<file path="src/rtl/sign_to_fingers_pkg.sv">
// Shared sign-code table: code constants, finger patterns, playback states and
// the code-to-pattern lookup also used by the sign-identification side.
package sign_to_fingers_pkg;

  localparam logic [3:0] SIGN_FIST         = 4'd0;
  localparam logic [3:0] SIGN_ONE          = 4'd1;
  localparam logic [3:0] SIGN_TWO          = 4'd2;
  localparam logic [3:0] SIGN_THREE        = 4'd3;
  localparam logic [3:0] SIGN_FOUR         = 4'd4;
  localparam logic [3:0] SIGN_OPEN         = 4'd5;
  localparam logic [3:0] SIGN_THUMB        = 4'd6;
  localparam logic [3:0] SIGN_THUMB_PINKY  = 4'd7;
  localparam logic [3:0] SIGN_INDEX_PINKY  = 4'd8;
  localparam logic [3:0] SIGN_THUMB_INDEX  = 4'd9;

  // Bit order {thumb, index, middle, ring, pinky}, 1 = raised.
  localparam logic [4:0] PAT_FIST         = 5'b00000;
  localparam logic [4:0] PAT_ONE          = 5'b01000;
  localparam logic [4:0] PAT_TWO          = 5'b01100;
  localparam logic [4:0] PAT_THREE        = 5'b01110;
  localparam logic [4:0] PAT_FOUR         = 5'b01111;
  localparam logic [4:0] PAT_OPEN         = 5'b11111;
  localparam logic [4:0] PAT_THUMB        = 5'b10000;
  localparam logic [4:0] PAT_THUMB_PINKY  = 5'b10001;
  localparam logic [4:0] PAT_INDEX_PINKY  = 5'b01001;
  localparam logic [4:0] PAT_THUMB_INDEX  = 5'b11000;

  typedef enum logic [1:0] {
    ST_IDLE = 2'd0,
    ST_HOLD = 2'd1,
    ST_GAP  = 2'd2
  } state_e;

  // Returns {defined, pattern}; undefined codes give {0, 00000}.
  function automatic logic [5:0] sign_to_pattern(input logic [3:0] code);
    logic [5:0] r;
    case (code)
      SIGN_FIST:        r = {1'b1, PAT_FIST};
      SIGN_ONE:         r = {1'b1, PAT_ONE};
      SIGN_TWO:         r = {1'b1, PAT_TWO};
      SIGN_THREE:       r = {1'b1, PAT_THREE};
      SIGN_FOUR:        r = {1'b1, PAT_FOUR};
      SIGN_OPEN:        r = {1'b1, PAT_OPEN};
      SIGN_THUMB:       r = {1'b1, PAT_THUMB};
      SIGN_THUMB_PINKY: r = {1'b1, PAT_THUMB_PINKY};
      SIGN_INDEX_PINKY: r = {1'b1, PAT_INDEX_PINKY};
      SIGN_THUMB_INDEX: r = {1'b1, PAT_THUMB_INDEX};
      default:          r = 6'b0;
    endcase
    return r;
  endfunction

endpackage

</file>
<file path="src/rtl/sign_to_fingers_hold_timer.sv">
// Loadable down-counter with a zero flag; stops at zero, clear wins over load.
module hold_timer #(
  parameter int CNT_W = 8
) (
  input  logic             clk,
  input  logic             rst_n,
  input  logic             clear_i,
  input  logic             load_i,
  input  logic [CNT_W-1:0] load_val_i,
  output logic             zero_o
);

  logic [CNT_W-1:0] cnt_q, cnt_d;

  always_comb begin
    cnt_d = cnt_q;
    if (clear_i)
      cnt_d = '0;
    else if (load_i)
      cnt_d = load_val_i;
    else if (cnt_q != '0)
      cnt_d = cnt_q - 1'b1;
  end

  always_ff @(posedge clk or negedge rst_n) begin
    if (!rst_n)
      cnt_q <= '0;
    else
      cnt_q <= cnt_d;
  end

  assign zero_o = (cnt_q == '0);

endmodule

</file>
<file path="src/rtl/sign_to_fingers.sv">
// Plays a 4-bit sign code as five finger lines: hold the pattern, rest for a
// gap, then accept the next sign. Handshake notes are on the xfer assign.
module sign_to_fingers
  import sign_to_fingers_pkg::*;
#(
  parameter int HOLD_CYCLES = 16,
  parameter int GAP_CYCLES  = 4,
  parameter int CNT_W       = 8
) (
  input  logic       clk,
  input  logic       rst,
  input  logic       sign_valid,
  output logic       sign_ready,
  input  logic [3:0] sign_value,
  input  logic       abort,
  output logic       thumb_status,
  output logic       index_status,
  output logic       middle_status,
  output logic       ring_status,
  output logic       pinky_status,
  output logic       busy,
  output logic       done,
  output logic       sign_err,
  output logic [1:0] state_dbg
);

  localparam logic [CNT_W-1:0] HOLD_LOAD = CNT_W'(HOLD_CYCLES - 1);
  localparam logic [CNT_W-1:0] GAP_LOAD  = (GAP_CYCLES > 0) ? CNT_W'(GAP_CYCLES - 1) : '0;
  localparam bit               HAS_GAP   = (GAP_CYCLES > 0);

  state_e     state_q;
  logic [4:0] pattern_q;
  logic       busy_q, done_q, err_q;

  logic       xfer;
  logic [5:0] lut;
  logic       t_clear, t_load, t_zero;
  logic [CNT_W-1:0] t_load_val;

  // valid/ready: a sign is taken on the edge where sign_valid & sign_ready
  // are high and abort is low; abort in IDLE blocks the take while ready
  // stays high, so the producer keeps sign_valid asserted.
  assign sign_ready = (state_q == ST_IDLE);
  assign xfer       = sign_valid & sign_ready & ~abort;
  assign lut        = sign_to_pattern(sign_value);

  always_comb begin
    t_clear    = 1'b0;
    t_load     = 1'b0;
    t_load_val = HOLD_LOAD;
    case (state_q)
      ST_IDLE: t_load = xfer & lut[5];
      ST_HOLD: begin
        if (abort)
          t_clear = 1'b1;
        else if (t_zero && HAS_GAP) begin
          t_load     = 1'b1;
          t_load_val = GAP_LOAD;
        end
      end
      ST_GAP:  t_clear = abort;
      default: t_clear = 1'b1;
    endcase
  end

  hold_timer #(.CNT_W(CNT_W)) u_timer (
    .clk        (clk),
    .rst_n      (rst),
    .clear_i    (t_clear),
    .load_i     (t_load),
    .load_val_i (t_load_val),
    .zero_o     (t_zero)
  );

  always_ff @(posedge clk or negedge rst) begin
    if (!rst) begin
      state_q   <= ST_IDLE;
      pattern_q <= '0;
      busy_q    <= 1'b0;
      done_q    <= 1'b0;
      err_q     <= 1'b0;
    end else begin
      done_q <= 1'b0;
      err_q  <= 1'b0;
      case (state_q)
        ST_IDLE: begin
          if (xfer) begin
            if (lut[5]) begin
              state_q   <= ST_HOLD;
              pattern_q <= lut[4:0];
              busy_q    <= 1'b1;
            end else begin
              err_q <= 1'b1;
            end
          end
        end
        ST_HOLD: begin
          if (abort) begin
            state_q   <= ST_IDLE;
            pattern_q <= '0;
            busy_q    <= 1'b0;
          end else if (t_zero) begin
            pattern_q <= '0;
            if (HAS_GAP) begin
              state_q <= ST_GAP;
            end else begin
              state_q <= ST_IDLE;
              busy_q  <= 1'b0;
              done_q  <= 1'b1;
            end
          end
        end
        ST_GAP: begin
          if (abort) begin
            state_q <= ST_IDLE;
            busy_q  <= 1'b0;
          end else if (t_zero) begin
            state_q <= ST_IDLE;
            busy_q  <= 1'b0;
            done_q  <= 1'b1;
          end
        end
        default: begin
          state_q   <= ST_IDLE;
          pattern_q <= '0;
          busy_q    <= 1'b0;
        end
      endcase
    end
  end

  assign thumb_status  = pattern_q[4];
  assign index_status  = pattern_q[3];
  assign middle_status = pattern_q[2];
  assign ring_status   = pattern_q[1];
  assign pinky_status  = pattern_q[0];
  assign busy          = busy_q;
  assign done          = done_q;
  assign sign_err      = err_q;
  assign state_dbg     = state_q;

endmodule

</file>
<file path="config.mk">
export PLATFORM = sky130hd
export DESIGN_NAME = sign_to_fingers
export DESIGN_NICKNAME = d
export VERILOG_FILES = /design/src/rtl/sign_to_fingers_pkg.sv /design/src/rtl/sign_to_fingers_hold_timer.sv /design/src/rtl/sign_to_fingers.sv
export SDC_FILE = /design/constraint.sdc
export NUM_CORES = 1
export LEC_CHECK = 0
export BUFFER_PORTS_ARGS = -buffer_cell sky130_fd_sc_hd__buf_2
export CAP_MARGIN = 30
export CORE_MARGIN = 4
export CORE_UTILIZATION = 40
export CTS_CLUSTER_SIZE = 30
export DETAILED_ROUTE_END_ITERATION = 12
export GPL_ROUTABILITY_DRIVEN = 0
export GPL_TIMING_DRIVEN = 0
export PLACE_DENSITY = 0.6
export SYNTH_ARGS = -nofsm -noshare
export SYNTH_HDL_FRONTEND = slang
export SYNTH_SLANG_ARGS = --single-unit
</file>
<file path="constraint.sdc">
create_clock -name clk -period 2.2 [get_ports clk]
set_input_delay 0 -clock clk [delete_from_list [all_inputs] [get_ports clk]]
set_output_delay 0 -clock clk [all_outputs]
set_load 0.005 [all_outputs]
</file>
* Word level (Yosys, flattened, before mapping)
Memories as Yosys holds them, arrays and structs flattened.
Index checks and enable logic that the tools add are counted.
** Word-level totals
- Memory bits (read-only) :: 96
- Memories :: 1
- Logic and storage cells :: 60
- Flip-flop bits (word level) :: 18
- Input bits :: 8
- Output and inout port bits :: 11
** Memories
- (name not given) :: words 16, width 6, rd ports 1, clocked after Yosys merged registers in 0, write ports 0, line sign_to_fingers_pkg.sv:37 : case (code)
** Operators by class
- Add/sub/neg operators :: 1
- Bitwise operators :: 5
- Mux-type cells :: 33
- Reductions and logical operators :: 7
- Equal/unequal tests :: 7
** Operators by type and width (number)
- $mux 8 :: 3
- $mux 5 :: 4
- $pmux 5 s3 :: 1
- $mux 1 :: 12
- $mux 2 :: 6
- $mux 4 :: 3
- $reduce_and 4->1 :: 3
- $logic_not 8->1 :: 1
- $reduce_bool 8->1 :: 1
- $sub 8x1->8 const B :: 1
- $ne 3x3->1 const B :: 2
- $pmux 1 s3 :: 2
- $pmux 2 s3 :: 1
- $ne 2x2->1 const B :: 2
- $and 1x1->1 :: 3
- $reduce_bool 3->1 :: 1
- $eq 2x1->1 const B :: 1
- $eq 2x2->1 const B :: 1
- $logic_not 2->1 :: 1
- $ne 2x1->1 const B :: 1
- $not 1->1 :: 2
- $pmux 1 s2 :: 1

* Depth between registers and ports, before layout
- Word-level depth :: 7
- Gate-level depth with buffers :: 7
- Depth with buffers taken out :: 6

* By module
Synthesis repeated with hierarchy kept, for this count alone.
** Unflattened totals
- Cells, all modules :: 129
- Area total of the unflattened synthesis :: 1168.6 um^2
** By module, submodules not included
- sign_to_fingers :: cells an instance 76, sequential area each 250.2 um^2, times used 1, area each 659.4 um^2
- hold_timer :: cells an instance 53, sequential area each 200.2 um^2, times used 1, area each 509.2 um^2

* Worst setup path after synthesis
OpenSTA, ideal clock, no wires.
- Kind :: register -> register
- Start :: register u_timer.cnt_q[0]
- End :: register busy_q (netlist: busy)
- Slack :: 0.370 ns
- Stages on the path, launching flop included :: 7
- Arrival time :: 1.703 ns
- Library setup time :: 0.128 ns
- Cell sequence :: dfrtp_1 inv_1 ha_1 nor3b_2 nand2_4 a311oi_1 mux2_1
** Between the ends
- Word-level cells in the longest chain between the ends :: 3
** Ends and longest elaborated chain
- start, declared :: line sign_to_fingers_hold_timer.sv:13 : logic [CNT_W-1:0] cnt_q, cnt_d;
- start signal, assigned :: line sign_to_fingers_hold_timer.sv:29 : cnt_q <= cnt_d;
- $logic_not 8->1 :: line sign_to_fingers_hold_timer.sv:32 : assign zero_o = (cnt_q == '0);
- $ne 3x3->1 (no line)
- $reduce_and 4->1 (no line)
- end signal, assigned :: line sign_to_fingers.sv:79 : busy_q <= 1'b0;
- end signal, assigned :: line sign_to_fingers.sv:91 : busy_q <= 1'b1;
- end signal, assigned :: line sign_to_fingers.sv:101 : busy_q <= 1'b0;
- end, declared :: line sign_to_fingers.sv:33 : logic busy_q, done_q, err_q;
No other way between the ends.
A chain may end at the register's enable or synchronous reset.

* Worst setup path after layout
Ends and elaborated chain as after synthesis.

==> flow_metrics.env <==
export IMPL_synth_largest_area_cell="sky130_fd_sc_hd__dfrtp_1"
export IMPL_initial_core_util=0.437
export IMPL_pin_count_of_the_biggest_net_entering_global_routing=19
export IMPL_synth_edf_count=0
export IMPL_status="complete, no violations"
export IMPL_synth_ff_latch_count=18
export IMPL_period_share=0.911
export IMPL_p_leak_uw=0.000631
export IMPL_avgSynthCellArea_um2=10.0
export IMPL_pin_count=19
export IMPL_placement_rows=18
export IMPL_cp_max_fo=5
export IMPL_port_buffer_count=17
export IMPL_yosys_most_used_dff="sky130_fd_sc_hd__dfrtp_1"
export IMPL_worstSkewPairLatency_ns=0.29
export IMPL_mappedNetlistArea_um2=1120
export IMPL_power_ir_vdd_worst_uv=685
export IMPL_wl_per_cell_um=13.3
export IMPL_internal_power_uw=1040
export IMPL_relSlewSlack=0.663
export IMPL_worstSetupPathType="register to register"
export IMPL_power_per_cell_area_nw_per_um2=1400
export IMPL_sequential_power_share=0.310
export IMPL_fin_nets=150
export IMPL_postSynthNetCount=126
export IMPL_cap_violations=0
export IMPL_yosys_top_cells_count="18 x sky130_fd_sc_hd__dfrtp_1, 13 x sky130_fd_sc_hd__inv_1, 7 x sky130_fd_sc_hd__a21oi_1, 7 x sky130_fd_sc_hd__mux2i_1, 7 x sky130_fd_sc_hd__nor2_1"
export IMPL_share_clk_of_total_power=0.092
export IMPL_grt_antenna_before_repair=0
export IMPL_htree_num_levels=1
export IMPL_worst_endpoint_required_ns=2.39
export IMPL_crit_path_dat_ns=2.19
export IMPL_die_w_um=60.9
export IMPL_rsz0062_at_grt="false"
export IMPL_syn_instance_count=112
export IMPL_yosys_warnings=0
export IMPL_cts_tree="built"
export IMPL_startpoint_type="register"
export IMPL_ant_nets=0
export IMPL_layout_area_overhead_vs_synth_pct=15.3
export IMPL_hpwl_dp_mm=1.67
export IMPL_grt_total_usage=0.139
export IMPL_power_combinational_fraction=0.597
export IMPL_via_count=877
export IMPL_max_clock_path_buffers=2
export IMPL_share_of_cells_above_drive_strength_1=0.201
export IMPL_count_of_final_hold_check_violations=0
export IMPL_timing_worst_slew_pin_value_ns=0.493
export IMPL_fmax_mhz=499
export IMPL_drt_first_pass_iters=4
export IMPL_ratio_of_routed_vias_to_standard_cells=5.35
export IMPL_post_synth_top_count_cell="sky130_fd_sc_hd__dfrtp_1"
export IMPL_finalWirelength_mm=2.18
export IMPL_timing_final_max_slew_violations=0
export IMPL_cts_made_buffers=3
export IMPL_switching_share=0.426
export IMPL_synth_largest_type_area_fraction=0.402
export IMPL_hold_class="input port to register"
export IMPL_fp_coreArea_um2=2570
export IMPL_drc_violation_count_after_routing=0
export IMPL_global_route_wire_length_before_repair_mm=3.83
export IMPL_globalRouteOverflowTotal=0
export IMPL_via_count_of_the_first_global_routing_pass=865
export IMPL_ctsRootBufferMaster="sky130_fd_sc_hd__clkbuf_4"
export IMPL_chipHeight_um=60.9
export IMPL_num_antenna_cells=0
export IMPL_cts_sinks=18
export IMPL_synth_async_reset_ratio=1.00
export IMPL_drt_iter0_markers=17
export IMPL_synth_yosys_seq_area_share=0.402
export IMPL_power_switching_uw=770
export IMPL_totalNegativeSetupSlack_ns=0
export IMPL_post_route_util=0.503
export IMPL_post_route_min_period_ns=2.00
export IMPL_worst_setup_path_end_kind="register"
export IMPL_post_synth_num_cell_types=38
export IMPL_fin_skew_ns=0.00617
export IMPL_fillerInstances=247
export IMPL_timing_final_setup_violations=0
export IMPL_post_synth_main_area_contributors="sky130_fd_sc_hd__dfrtp_1 40%, sky130_fd_sc_hd__ha_1 6.7%, sky130_fd_sc_hd__mux2i_1 6.3%"
export IMPL_clkSlewWorstSetupHoldPaths_ns=0.11
export IMPL_die_area_um2=3710
[worst paths after layout]
path | from | to | slack, ns | depth (start not counted)
worst max-delay path | u_timer.cnt_q[0] | busy | 0.20 | 6
worst min-delay path | abort | sign_err | 0.02 | 3
worst max register to register | u_timer.cnt_q[0] | busy | 0.20 | 6
worst min register to register | pattern_q[1] | pattern_q[1] | 0.49 | 1
max in group asynchronous | rst | u_timer.cnt_q[6] | 1.74 | 2
min in group asynchronous | rst | pattern_q[4] | 0.16 | 2
[registers in the layout (all words and copies together), names as in the netlist]
register and count:
state_dbg 2, busy 1, sign_err 1, pattern_q 5, u_timer.cnt_q 8, done 1
[critical path: stages, from the launching register on]
cell,delay (ns)
sky130_fd_sc_hd__dfrtp_1,0.42
sky130_fd_sc_hd__inv_1,0.09
sky130_fd_sc_hd__ha_1,0.17
sky130_fd_sc_hd__nor3b_4,0.30
sky130_fd_sc_hd__nand2_4,0.11
sky130_fd_sc_hd__a311oi_1,0.45
sky130_fd_sc_hd__mux2_1,0.36
[layout make-up]
cell class	instances	area, um^2	share of cell area
Buffer	2	8.76	0.00678
Clock buffer	3	22.5	0.0174
Inverter	13	48.8	0.0378
Multi-Input combinational cell	79	619	0.479
Sequential cell	18	450	0.348
Tap cell	30	37.5	0.0290
Timing Repair Buffer	19	105	0.0813
[placed cells by master, fill, tap and decap left out, types with 2 or more instances in the layout]
cell                            instances
sky130_fd_sc_hd__o21ai_0                6
sky130_fd_sc_hd__buf_2                 18
sky130_fd_sc_hd__o21a_1                 2
sky130_fd_sc_hd__a21oi_1                7
sky130_fd_sc_hd__nor2_1                 7
sky130_fd_sc_hd__nand2_1                6
sky130_fd_sc_hd__nor2b_1                2
sky130_fd_sc_hd__dfrtp_1               18
sky130_fd_sc_hd__mux2_1                 4
sky130_fd_sc_hd__inv_1                 13
sky130_fd_sc_hd__mux2i_1                7
sky130_fd_sc_hd__a211oi_1               4
sky130_fd_sc_hd__dlygate4sd3_1          2
sky130_fd_sc_hd__a211o_1                2
sky130_fd_sc_hd__xnor2_1                4
sky130_fd_sc_hd__clkbuf_4               3
sky130_fd_sc_hd__ha_1                   6
[what timing repair did]
item / in CTS / in global routing
gates resized for setup: 0 / 1
setup buffers: 0 / 0
hold endpoints to repair: 19 / 0
hold buffers: 2 / 0
endpoints found under the setup margin: 0 / 4
[routing by layer]
metal	GRT usage	routed length, um
met3	0.0277	100
met5	0	0
met4	0.0650	34
met1	0.186	1060
met2	0.215	985
[power by group through the flow]
stage / combinational, uW / sequential [uW] / clock (uW)
2_1_floorplan: 816 / 557 / 0
3_3_place_gp: 1060 / 558 / 0
3_5_place_dp: 1070 / 564 / 0
4_1_cts: 1080 / 557 / 170
5_1_grt: 1220 / 576 / 185
6_report: 1080 / 560 / 167
[through the flow]
stage / setup slack (ns) / instance area [um^2] / instances / total power [uW] / hold WS (ns)
after global routing: 0.0421 / 1290 / 164 / 1980 / 0.0404
after CTS: 0.101 / 1290 / 164 / 1810 / 0.0216
after global placement: 0.157 / 1240 / 159 / 1620 / -0.0459
after detailed placement: 0.127 / 1240 / 159 / 1630 / -0.0400
after floorplan: 0.370 / 1120 / 112 / 1370 / -0.296
final: 0.195 / 1290 / 164 / 1810 / 0.0245
[cells by family after synthesis]
family / Yosys count / share of synthesized area
compound gates: 27 / 0.167
xor+xnor: 5 / 0.0391
fa+ha+maj: 6 / 0.0670
buf+inv: 15 / 0.0513
flops: 18 / 0.402
mux: 11 / 0.103
simple gates: 30 / 0.171
No activity file was read; power rests on OpenSTA's default activity.
